[src/rtl/horner_pass_sequencer_pkg.sv]
// Shared definitions for the Horner pass sequencer: FSM state encoding,
// coefficient-select width and order limits.
package horner_pass_sequencer_pkg;

    localparam int SEL_W     = 4;   // width of coeff_sel / cfg_addr
    localparam int FP_W_DEF  = 32;  // default smc_float word width
    localparam int ORDER_MAX = 15;  // largest order addressable by SEL_W bits

    typedef enum logic [2:0] {
        ST_IDLE  = 3'd0,
        ST_LOAD  = 3'd1,
        ST_ISSUE = 3'd2,
        ST_WAIT  = 3'd3,
        ST_DONE  = 3'd4
    } seq_state_e;

endpackage

[src/rtl/horner_coeff_bank.sv]
// Coefficient register file for the Horner sequencer.
// Optional feature macro: COEFF_BANK_SWAP_EN
//   undefined: single bank, writes accepted only while the sequencer is idle.
//   defined:   live + shadow banks; writes always land in the shadow bank and a
//              swap request exchanges the banks at the next safe point (idle or
//              load), so a sample in flight never sees a coefficient change.
module horner_coeff_bank
    import horner_pass_sequencer_pkg::*;
#(
    parameter int DEPTH = 5,
    parameter int FP_W  = FP_W_DEF
) (
    input  logic             clk,
    input  logic             rst,
`ifdef COEFF_BANK_SWAP_EN
    input  logic             swap_ok_i,
    input  logic             cfg_swap_i,
`else
    input  logic             busy_i,
`endif
    input  logic             cfg_we_i,
    input  logic [SEL_W-1:0] cfg_addr_i,
    input  logic [FP_W-1:0]  cfg_wdata_i,
    input  logic [SEL_W-1:0] rd_sel_i,
    output logic [FP_W-1:0]  rd_data_o,
    output logic             cfg_rdy_o
);

    // Live (datapath-visible) word of every entry, gathered for the read mux.
    logic [FP_W-1:0] live_w [DEPTH];

`ifdef COEFF_BANK_SWAP_EN
    logic swap_pend_q;
    logic swap_now;

    // A request made this cycle counts too, so an idle swap takes effect at once.
    assign swap_now  = (swap_pend_q | cfg_swap_i) & swap_ok_i;
    assign cfg_rdy_o = 1'b1;

    // Remember a swap request until the sequencer reaches a sample boundary.
    always_ff @(posedge clk or posedge rst) begin
        if (rst) begin
            swap_pend_q <= 1'b0;
        end else if (swap_now) begin
            swap_pend_q <= 1'b0;
        end else if (cfg_swap_i) begin
            swap_pend_q <= 1'b1;
        end
    end
`else
    assign cfg_rdy_o = ~busy_i;
`endif

    genvar gi;
    generate
        for (gi = 0; gi < DEPTH; gi++) begin : g_word
            logic wr_hit;
`ifdef COEFF_BANK_SWAP_EN
            logic [FP_W-1:0] live_q;
            logic [FP_W-1:0] shadow_q;
            logic [FP_W-1:0] shadow_w;

            assign wr_hit   = cfg_we_i && (cfg_addr_i == SEL_W'(gi));
            // A write in the same cycle as the swap is folded in first so it goes live.
            assign shadow_w = wr_hit ? cfg_wdata_i : shadow_q;

            // Shadow takes writes; on swap the two banks exchange contents.
            always_ff @(posedge clk or posedge rst) begin
                if (rst) begin
                    live_q   <= '0;
                    shadow_q <= '0;
                end else if (swap_now) begin
                    live_q   <= shadow_w;
                    shadow_q <= live_q;
                end else begin
                    shadow_q <= shadow_w;
                end
            end
`else
            logic [FP_W-1:0] live_q;

            assign wr_hit = cfg_we_i && !busy_i && (cfg_addr_i == SEL_W'(gi));

            // Single bank: capture the write only while no sample is in flight.
            always_ff @(posedge clk or posedge rst) begin
                if (rst) begin
                    live_q <= '0;
                end else if (wr_hit) begin
                    live_q <= cfg_wdata_i;
                end
            end
`endif
            assign live_w[gi] = live_q;
        end
    endgenerate

    // Combinational read of the registered bank; out-of-range selects read zero.
    always_comb begin
        rd_data_o = '0;
        for (int i = 0; i < DEPTH; i++) begin
            if (rd_sel_i == SEL_W'(i)) begin
                rd_data_o = live_w[i];
            end
        end
    end

endmodule

[src/rtl/horner_pass_sequencer.sv]
// Horner pass sequencer: drives the shared multiply/add/delay_sum loop so that
// one sample is evaluated as ORDER+1 multiply-add passes, highest coefficient
// first. One extra sample arriving while busy is parked in a pending slot.
// Optional feature macro: COEFF_BANK_SWAP_EN (adds cfg_swap and a shadow bank).
module horner_pass_sequencer
    import horner_pass_sequencer_pkg::*;
#(
    parameter int ORDER        = 4,
    parameter int FP_W         = FP_W_DEF,
    parameter int WAIT_TIMEOUT = 64
) (
    input  logic             clk,
    input  logic             GlobalReset,
    input  logic             sample_vld,
    input  logic [FP_W-1:0]  sample_i,
    input  logic             loop_rdy,
    output logic [FP_W-1:0]  x_o,
    output logic             pass_vld,
    output logic [SEL_W-1:0] coeff_sel,
    output logic [FP_W-1:0]  coeff_o,
    output logic             sum_rst,
    output logic             sum_en,
    output logic             srdyo,
    output logic             busy,
    output logic             overrun,
    output logic             timeout_err,
    input  logic             cfg_we,
    input  logic [SEL_W-1:0] cfg_addr,
    input  logic [FP_W-1:0]  cfg_wdata,
`ifdef COEFF_BANK_SWAP_EN
    input  logic             cfg_swap,
`endif
    output logic             cfg_rdy
);

    localparam int                     TMR_W     = $clog2(WAIT_TIMEOUT + 1);
    localparam logic [SEL_W-1:0]       ORDER_SEL = SEL_W'(ORDER);
    localparam logic [TMR_W-1:0]       TMR_LAST  = TMR_W'(WAIT_TIMEOUT - 1);

    seq_state_e       state_q, state_d;
    logic [SEL_W-1:0] idx_q, idx_d;
    logic [TMR_W-1:0] timer_q, timer_d;
    logic [FP_W-1:0]  x_q, x_d;
    logic [FP_W-1:0]  pend_data_q, pend_data_d;
    logic             pend_full_q, pend_full_d;
    logic             overrun_q, overrun_d;
    logic             timeout_q, timeout_d;
    logic             consume;
    logic             abort;
    logic             bank_rdy;

    // State, counters, held sample, pending slot and sticky flags.
    always_ff @(posedge clk or posedge GlobalReset) begin
        if (GlobalReset) begin
            state_q     <= ST_IDLE;
            idx_q       <= '0;
            timer_q     <= '0;
            x_q         <= '0;
            pend_data_q <= '0;
            pend_full_q <= 1'b0;
            overrun_q   <= 1'b0;
            timeout_q   <= 1'b0;
        end else begin
            state_q     <= state_d;
            idx_q       <= idx_d;
            timer_q     <= timer_d;
            x_q         <= x_d;
            pend_data_q <= pend_data_d;
            pend_full_q <= pend_full_d;
            overrun_q   <= overrun_d;
            timeout_q   <= timeout_d;
        end
    end

    // Next-state logic: pass sequencing, timeout abort and pending-slot bookkeeping.
    always_comb begin
        state_d     = state_q;
        idx_d       = idx_q;
        timer_d     = timer_q;
        x_d         = x_q;
        pend_data_d = pend_data_q;
        pend_full_d = pend_full_q;
        overrun_d   = overrun_q;
        timeout_d   = timeout_q;
        consume     = 1'b0;
        abort       = 1'b0;

        case (state_q)
            ST_IDLE: begin
                // A parked sample is older than anything arriving now.
                if (pend_full_q) begin
                    state_d = ST_LOAD;
                    x_d     = pend_data_q;
                    consume = 1'b1;
                end else if (sample_vld) begin
                    state_d = ST_LOAD;
                    x_d     = sample_i;
                end
            end
            ST_LOAD: begin
                idx_d   = ORDER_SEL;
                state_d = ST_ISSUE;
            end
            ST_ISSUE: begin
                timer_d = '0;
                state_d = ST_WAIT;
            end
            ST_WAIT: begin
                if (loop_rdy) begin
                    if (idx_q == '0) begin
                        state_d = ST_DONE;
                    end else begin
                        idx_d   = idx_q - SEL_W'(1);
                        state_d = ST_ISSUE;
                    end
                end else if (timer_q == TMR_LAST) begin
                    timeout_d = 1'b1;
                    abort     = 1'b1;
                    state_d   = ST_IDLE;
                end else begin
                    timer_d = timer_q + TMR_W'(1);
                end
            end
            ST_DONE: begin
                if (pend_full_q) begin
                    state_d = ST_LOAD;
                    x_d     = pend_data_q;
                    consume = 1'b1;
                end else begin
                    state_d = ST_IDLE;
                end
            end
            default: begin
                state_d = ST_IDLE;
            end
        endcase

        // Samples not taken straight from IDLE go to the slot; a slot freed this
        // cycle can take the new one, otherwise the newest sample is lost.
        if (sample_vld && !(state_q == ST_IDLE && !pend_full_q)) begin
            if (!pend_full_q || consume) begin
                pend_data_d = sample_i;
                pend_full_d = 1'b1;
            end else begin
                overrun_d = 1'b1;
            end
        end else if (consume) begin
            pend_full_d = 1'b0;
        end
    end

    horner_coeff_bank #(
        .DEPTH (ORDER + 1),
        .FP_W  (FP_W)
    ) u_bank (
        .clk         (clk),
        .rst         (GlobalReset),
`ifdef COEFF_BANK_SWAP_EN
        .swap_ok_i   ((state_q == ST_IDLE) || (state_q == ST_LOAD)),
        .cfg_swap_i  (cfg_swap),
`else
        .busy_i      (state_q != ST_IDLE),
`endif
        .cfg_we_i    (cfg_we),
        .cfg_addr_i  (cfg_addr),
        .cfg_wdata_i (cfg_wdata),
        .rd_sel_i    (coeff_sel),
        .rd_data_o   (coeff_o),
        .cfg_rdy_o   (bank_rdy)
    );

    assign x_o         = x_q;
    assign pass_vld    = (state_q == ST_ISSUE);
    assign coeff_sel   = ((state_q == ST_ISSUE) || (state_q == ST_WAIT)) ? idx_q : '0;
    assign sum_rst     = (state_q == ST_LOAD) || abort;
    assign sum_en      = (state_q == ST_WAIT) && loop_rdy;
    assign srdyo       = (state_q == ST_DONE);
    assign busy        = (state_q != ST_IDLE);
    assign overrun     = overrun_q;
    assign timeout_err = timeout_q;
    // Held low while reset is asserted so every output reads zero during reset.
    assign cfg_rdy     = bank_rdy & ~GlobalReset;

endmodule

[config.mk]
export PLATFORM = sky130hd
export DESIGN_NAME = horner_pass_sequencer
export DESIGN_NICKNAME = d
export VERILOG_FILES = /design/src/rtl/horner_pass_sequencer_pkg.sv /design/src/rtl/horner_coeff_bank.sv /design/src/rtl/horner_pass_sequencer.sv
export SDC_FILE = /design/constraint.sdc
export NUM_CORES = 1
export LEC_CHECK = 0
export BUFFER_PORTS_ARGS = -buffer_cell sky130_fd_sc_hd__buf_4
export CAP_MARGIN = 10
export CORE_ASPECT_RATIO = 0.9
export CORE_MARGIN = 10
export CORE_UTILIZATION = 30
export DETAILED_ROUTE_END_ITERATION = 10
export GPL_ROUTABILITY_DRIVEN = 0
export SKIP_LAST_GASP = 1
export SLEW_MARGIN = 20
export SYNTH_ARGS = -nofsm -noshare
export SYNTH_HDL_FRONTEND = slang
export SYNTH_SLANG_ARGS = --single-unit
[constraint.sdc]
create_clock -name clk -period 16.5 [get_ports clk]
set_input_delay 0.825 -clock clk [delete_from_list [all_inputs] [get_ports clk]]
set_output_delay 0.825 -clock clk [all_outputs]
set_load 0.01 [all_outputs]
[Yosys cells after proc, flatten, opt, wreduce, memory -nomap -nowiden]
Cells that the tools add are included.
Storage, ports and cells
  logic and storage cells: 105
  output and inout port bits: 76
  register bits after elaboration: 241
Operators by class
  reductions and logical operators: 33
  add/sub/neg operators: 2
  mux-type cells: 31
  bitwise gates (word level): 5
  equal/unequal tests: 21
Operator list (number)
  2-to-1 mux 32 bit: 8
  case mux 32 bit (2 select lines): 1
  equality test 4 x 2 -> 1 bit, second input constant: 4
  2-to-1 mux 3 bit: 5
  case mux 3 bit (5 select lines): 1
  2-to-1 mux 7 bit: 2
  case mux 7 bit (2 select lines): 1
  logical NOT 4 bit: 3
  2-to-1 mux 4 bit: 3
  AND reduction 3 bit: 4
  logical AND 1 bit: 9
  2-to-1 mux 1 bit: 9
  equality test 4 x 1 -> 1 bit, second input constant: 2
  equality test 4 x 3 -> 1 bit, second input constant: 2
  inequality test 2 bit, second input constant: 4
  case mux 4 bit (2 select lines): 1
  AND reduction 2 bit: 4
  nonzero test 2 bit: 4
  adder 7 x 1 -> 7 bit, second input constant: 1
  equality test 7 x 6 -> 1 bit, second input constant: 1
  equality test 3 x 2 -> 1 bit, second input constant: 2
  inequality test 3 bit, second input constant: 2
  inequality test 2 x 1 -> 1 bit, second input constant: 2
  NOT 1 bit: 4
  9 further kinds: 13

[Longest topological paths before layout]
Gate-level depths: netlist (run 1).
  word-level depth: 9
  mapped depth: 7
  depth with buffers taken out: 6

[Hierarchy]
Synthesis (run 1) repeated with hierarchy kept, for this count alone.
Second synthesis, totals
  cell total of the unflattened synthesis: 912
  area, all modules: 11001.8 µm²
Modules (own cells, without submodules)
  horner_coeff_bank: cells each 597, area an instance 7360.8 µm², instances 1, seq. area each 4003.8 µm²
  horner_pass_sequencer: cells each 315, area an instance 3641.0 µm², instances 1, seq. area each 2026.9 µm²

[Least setup slack after synthesis (run 1)]
Ideal clock, no wire load.
  path kind: reg-to-output
  from: register state_q[1]
  to: output coeff_o[0]
  path buffers: 3
  data required time: 15.675 ns
  arrival time: 1.744 ns
  stages on the path, launching flop included: 8
  path slack: 13.931 ns
  cell sequence: dfrtp_1 nor2b_1 clkbuf_1 nand3_1 clkbuf_1 buf_1 o22ai_1 a31oi_1
Between the ends
  cells in the longest elaborated chain, start to end: 9
Ends and longest elaborated chain
  from (decl): RTL line horner_pass_sequencer.sv:40  | seq_state_e state_q, state_d;
  from (signal assigned): RTL line horner_pass_sequencer.sv:64  | state_q <= state_d;
  equality test 3 x 2 -> 1 bit: RTL line horner_pass_sequencer.sv:174  | assign coeff_sel = ((state_q == ST_ISSUE) || (state_q == ST_WAIT)) ? idx_q : '0;
  logical OR 1 bit (*): RTL line horner_pass_sequencer.sv:174
  2-to-1 mux 4 bit (*): RTL line horner_pass_sequencer.sv:174
  logical NOT 4 bit: RTL line horner_coeff_bank.sv:101  | if (rd_sel_i == SEL_W'(i)) begin
  2-to-1 mux 32 bit (4 in series): RTL line horner_coeff_bank.sv:101
  2-to-1 mux 32 bit (*): RTL line horner_coeff_bank.sv:101
  to (decl): RTL line horner_pass_sequencer.sv:20  | output logic [FP_W-1:0] coeff_o,
Every way passes the cells marked *; elsewhere a longest branch is shown, timed or not.

[Worst setup path in the final report (run 1)]
  from: register state_q[1]
  to: output coeff_o[20]
Same word-level chain as after synthesis.

==> results.sh, run 1 <==
export IMPL_synth_compound_area_frac=0.104
export IMPL_rows=65
export IMPL_synth_distinct_cells=45
export IMPL_postCtsSetupBuffers=0
export IMPL_outcome="finished clean"
export IMPL_final_common_cell="dfrtp_1"
export IMPL_synth_top_area_cell="dfrtp_1"
export IMPL_synth_yosys_warnings=0
export IMPL_via_count=7291
export IMPL_drt_wirelength_per_cell_um=18.5
export IMPL_clock_latency_ps=550
export IMPL_grt_usage=0.125
export IMPL_clkTransAtPathRegs_ps=60
export IMPL_grt_antenna_before_repair=1
export IMPL_grt_pass1_vias=7561
export IMPL_cts_htree_levels=1
export IMPL_grt_pass1_wl_mm=43.7
export IMPL_netlist_area_leader_share=0.561
export IMPL_max_vdd_ir_drop_v=0.0000925
export IMPL_drive_gt1_frac=0.397
export IMPL_dieArea_um2=43800
export IMPL_chipHeight_um=200
export IMPL_synthSimpleGateAreaFrac=0.0636
export IMPL_hold_class="primary input to async pin"
export IMPL_r2r_end="u_bank.g_word[3].live_q[7]$_DFFE_PP0P_"
export IMPL_hold_viol=0
export IMPL_fillerInstances=3460
export IMPL_critPathMaxFanout=38
export IMPL_start_util=0.306
export IMPL_first_pass_iters=4
export IMPL_overflow=0
export IMPL_crit_chain="nor2b_1, nand3_2, a2bb2oi_1, a31oi_1, buf_4"
export IMPL_cts_root_buf="clkbuf_16"
export IMPL_core_um2=35200
export IMPL_synth_top_family_by_area="multiplexers"
export IMPL_crit_slowest_cell="nand3_2"
export IMPL_min_period_ps=4310
export IMPL_grt_max_degree=88
export IMPL_cts_sinks=241
export IMPL_cts_resized=0
export IMPL_pin_count=149
export IMPL_synthAdderAreaFrac=0.00233
export IMPL_placed_area_um2=12300
export IMPL_whs_ps=355
export IMPL_syn_to_final_growth_pct=23.4
export IMPL_postRouteAntennaNets=0
export IMPL_synth_edf_count=0
export IMPL_worstPathRequired_ps=15670
export IMPL_ys_seq_elements=241
export IMPL_r2r_start="state_q[2]$_DFFE_PP0P_"
export IMPL_pwr_density_cell_nw_per_um2=179
export IMPL_tightest_slew_ps=1080
export IMPL_critical_path_max_stage_delay_ps=910
export IMPL_crit_path_end_kind="primary output"
export IMPL_setup_violations_final=0
export IMPL_yosys_area_share_xor_xnor=0.00163
export IMPL_cts_tree="done"
export IMPL_setup_tns_ps=0
export IMPL_synth_fp_nets=959
export IMPL_cts_buffer_depth=3
export IMPL_synth_async_reset_ratio=1.00
export IMPL_dr_first_iter_drc_count=415
export IMPL_period_share=0.261
export IMPL_worst_slew_margin_rel=0.279
export IMPL_rsz0062_at_grt="false"
export IMPL_wirelength_mm=27.9
export IMPL_seq_area_frac_synth=0.561
export IMPL_postCtsHoldBufs=0
export IMPL_postLayoutCellArea_um2=13300
export IMPL_synthMuxAreaShare=0.234
export IMPL_synth_ff_type="dfrtp_1"
export IMPL_cts_buffers=28
export IMPL_leakagePower_uw=0.00625
export IMPL_postSynthAreaPerCell_um2=12.2
export IMPL_cp_start_kind="flip-flop"
export IMPL_dieWidth_um=220
export IMPL_dpl_hpwl_mm=17.5
export IMPL_final_core_util=0.377
export IMPL_critPathKind="flip-flop to primary output"
export IMPL_arrival_ps=3480
export IMPL_nets=1088
export IMPL_synth_area_um2=10800
export IMPL_drcViolationCount=0
export IMPL_vias_per_cell=4.84
export IMPL_fmax_mhz=232
export IMPL_synth_cells=884
export IMPL_io_buffers=148
export IMPL_max_cap_violations=0
export IMPL_final_cell_mix="dfrtp_1, mux2_2, buf_4, nand2_1, o21ai_0"
export IMPL_fin_skew_ps=22.8
export IMPL_r2r_cells=4
export IMPL_synth_area_leaders="dfrtp_1, mux2_2, mux2i_1, nand2_1, a31oi_1"
export IMPL_reg2reg_slack_ps=13290
export IMPL_drv_slew=0
==> layer usage <==
layer,up-vias,GRT usage,wire length [µm]
met3,46,0.0225,1090
li1,3452,-,-
met5,-,0,0
met2,110,0.211,13600
met4,0,0.0403,754
met1,3683,0.160,12500
==> metrics by stage <==
stage	power [µW]	setup WS, ps	std cells
after floorplan	1420	9060	884
after global placement	1760	12900	1451
after detailed placement	1780	12760	1451
after CTS	2420	12190	1503
after global routing	2540	11970	1505
final	2370	12190	1505
==> state kept, by name (all words and copies together) (netlist names) <==
signal and flops:
pend_full_q 1, overrun 1, timeout_err 1, timer_q 7
idx_q 4, x_o 32, u_bank.g_word.live_q 160, pend_data_q 32
state_q 3
==> worst max path at each step <==
stage          slack (ps)              endpoint              startpoint  cells after the start
2_1_floorplan        9060  idx_q[0]$_DFFE_PP0P_             GlobalReset                      1
3_3_place_gp        12900            coeff_o[0]  state_q[1]$_DFFE_PP0P_                      5
3_5_place_dp        12760            coeff_o[0]  state_q[1]$_DFFE_PP0P_                      5
4_1_cts             12190            coeff_o[0]  state_q[1]$_DFFE_PP0P_                      5
5_1_grt             11970           coeff_o[24]  state_q[1]$_DFFE_PP0P_                      5
6_report            12190           coeff_o[20]  state_q[1]$_DFFE_PP0P_                      5
==> cell type report <==
class	instances	area, µm²	share of cell area
Timing Repair Buffer	160	1210	0.0913
Tap cell	469	587	0.0442
Sequential cell	241	6030	0.454
Clock buffer	40	816	0.0614
Clock inverter	12	128	0.00961
Inverter	27	109	0.00820
Multi-Input combinational cell	555	4390	0.331
Antenna cell	1	2.50	0.000188
==> kinds of logic (layout without fill, tap and decap cells) <==
group	Yosys count	count (layout)
xor+xnor	2	2
fa+ha+maj	2	2
simple gates	146	146
compound gates	178	178
flops	241	241
mux	227	227
buf+inv	88	239
other cells	0	1
==> power by group <==
group          total [µW]  switching [µW]  internal [µW]
registers             907             125            781
clock network         622             247            375
logic                 846             430            416
==> Yosys cell counts, types with 4 or more instances <==
cell type and number:
dfrtp_1 241, mux2_2 191, nand2_1 74, o21ai_0 39, mux2i_1 35, clkbuf_1 34
a31oi_1 32, o22ai_1 32, nor2_1 31, a21oi_1 27, inv_1 27, a2bb2oi_1 20
buf_2 15, a22oi_1 12, buf_1 8, nand3_1 6, nand2b_1 4, nor2b_1 4
o211ai_1 4
==> worst max-delay path: cells and delay by family, from the launching register on <==
family                 cells  cell delay, ps
buffers and inverters      1             180
AOI/OAI and AO/OA          2             670
and+or+nand+nor            2            1530
DFF                        1             570
Note: power is estimated with default switching activity, not from simulation.
==> inputs of run 2 (changes only) <==
==> constraint.sdc (replaced) <==
create_clock -name clk -period 4.49 [get_ports clk]
set_input_delay 0.2245 -clock clk [delete_from_list [all_inputs] [get_ports clk]]
set_output_delay 0.2245 -clock clk [all_outputs]
set_load 0.01 [all_outputs]
==> run 2 against run 1 <==
Global-route usage grew 0.48 points. Worst hold slack got worse by 1.7 ps. Clock-buffer cell count rose by 1. Critical path type unchanged. Combinational power rose to 3.8 times the previous value. Critical path depth up 1.
==> results.sh, run 2 (same netlist as run 1, synthesis figures left out) <==
export IMPL_core_um2=35200
export IMPL_critPathMaxFanout=26
export IMPL_cts_buffers=28
export IMPL_max_cap_violations=0
export IMPL_largest_reg_flops=160
export IMPL_cp_start_kind="flip-flop"
export IMPL_nets=1157
export IMPL_postCtsHoldBufs=67
export IMPL_placed_area_um2=12300
export IMPL_io_buffers=148
export IMPL_dieWidth_um=220
export IMPL_cts_resized=0
export IMPL_hold_viol=0
export IMPL_largest_register="u_bank.g_word.live_q"
export IMPL_diodes=0
export IMPL_worst_slew_margin_rel=0.321
export IMPL_final_cell_mix="dfrtp_1, mux2_2, buf_4, nand2_1, dlygate4sd3_1"
export IMPL_fmax_mhz=279
export IMPL_drt_wirelength_per_cell_um=18.2
export IMPL_arrival_ps=3350
export IMPL_overflow=0
export IMPL_rsz0062_at_grt="false"
export IMPL_drv_slew=0
export IMPL_grt_pass1_wl_mm=45.6
export IMPL_grt_antenna_before_repair=0
export IMPL_wirelength_mm=28.6
export IMPL_hold_class="primary input to flip-flop"
export IMPL_dr_first_iter_drc_count=375
export IMPL_max_vdd_ir_drop_v=0.000318
export IMPL_start_util=0.306
export IMPL_cts_htree_levels=1
export IMPL_critPathKind="flip-flop to primary output"
export IMPL_leakagePower_uw=0.00656
export IMPL_outcome="finished clean"
export IMPL_drcViolationCount=0
export IMPL_first_pass_iters=4
export IMPL_postRouteAntennaNets=0
export IMPL_setup_tns_ps=0
export IMPL_postLayoutCellArea_um2=14000
export IMPL_dpl_hpwl_mm=18.6
export IMPL_postCtsSetupBuffers=0
export IMPL_final_common_cell="dfrtp_1"
export IMPL_min_period_ps=3580
export IMPL_pwr_density_cell_nw_per_um2=638
export IMPL_dieArea_um2=43800
export IMPL_syn_to_final_growth_pct=30.2
export IMPL_drive_gt1_frac=0.368
export IMPL_pin_count=149
export IMPL_clkTransAtPathRegs_ps=60
export IMPL_rows=65
export IMPL_grt_usage=0.130
export IMPL_period_share=0.797
export IMPL_setup_violations_final=0
export IMPL_via_count=7591
export IMPL_cts_sinks=241
export IMPL_tightest_slew_ps=1020
export IMPL_cts_buffer_depth=3
export IMPL_vias_per_cell=4.83
export IMPL_fin_skew_ps=10.9
export IMPL_cts_tree="done"
export IMPL_crit_path_end_kind="primary output"
export IMPL_grt_pass1_vias=7976
export IMPL_chipHeight_um=200
export IMPL_clock_latency_ps=560
export IMPL_worstPathRequired_ps=4270
export IMPL_grt_max_degree=178
export IMPL_cts_root_buf="clkbuf_16"
-- run 2: cell types whose count changed in the layout (fill, tap and decap cells not counted), sizes merged --
cell / before / now
inv: 27 / 28
clkbuf: 40 / 41
clkinv: 9 / 3
dlygate4sd3: 0 / 67
bufinv: 2 / 4
buf: 160 / 162
diode: 1 / 0
-- run 2: cell type report --
cell class	instances	area, µm²
fillers	3350	21200
flip-flops and latches	241	6030
multi-input cells	555	4390
repair buffers	229	1900
clock buffers	41	820
well taps	469	587
clock inverters	9	181
inverters	27	105
-- run 2: worst max-delay path: stages, from the launching register on --
cell	delay (ps)
dfrtp_1	580
nor2b_1	540
nand3_1	570
buf_4	440
a2bb2oi_1	170
a31oi_1	310
buf_4	180
-- run 2: worst paths after layout --
path	slack [ps]	cells past startpoint	end	start
max reg2reg	1380	4	u_bank.g_word[3].live_q[21]$_DFFE_PP0P_	state_q[2]$_DFFE_PP0P_
min in group asynchronous	530	4	overrun$_DFFE_PP0P_	GlobalReset
max in group asynchronous	3200	4	u_bank.g_word[1].live_q[7]$_DFFE_PP0P_	GlobalReset
min reg2reg	470	1	overrun$_DFFE_PP0P_	overrun$_DFFE_PP0P_
min	350	3	u_bank.g_word[1].live_q[0]$_DFFE_PP0P_	cfg_addr[1]
max	910	6	coeff_o[20]	state_q[1]$_DFFE_PP0P_
-- run 2: stage by stage --
step                      power [µW]  cells  worst slack (ps)  utilization  hold slack, ps
after CTS                       9090   1571               781        0.398             349
after floorplan                 5210    884              1100            -             356
after detailed placement        6550   1454              1350        0.350             469
after global placement          6470   1454              1370        0.350             464
after global routing            9530   1571               716        0.398             374
final                           8940   1571               912        0.398             354
-- run 2: power by group --
group	total, µW	internal [µW]	switching [µW]	leakage [µW]
clock network	2430	1500	926	0.000487
logic	3230	1570	1660	0.00290
registers	3280	2870	412	0.00317
-- run 2: per-layer routing --
metal  track usage  share of wire
met2         0.227           0.50
met3        0.0228          0.035
met1         0.162           0.45
met4        0.0362          0.021
met5             0              0
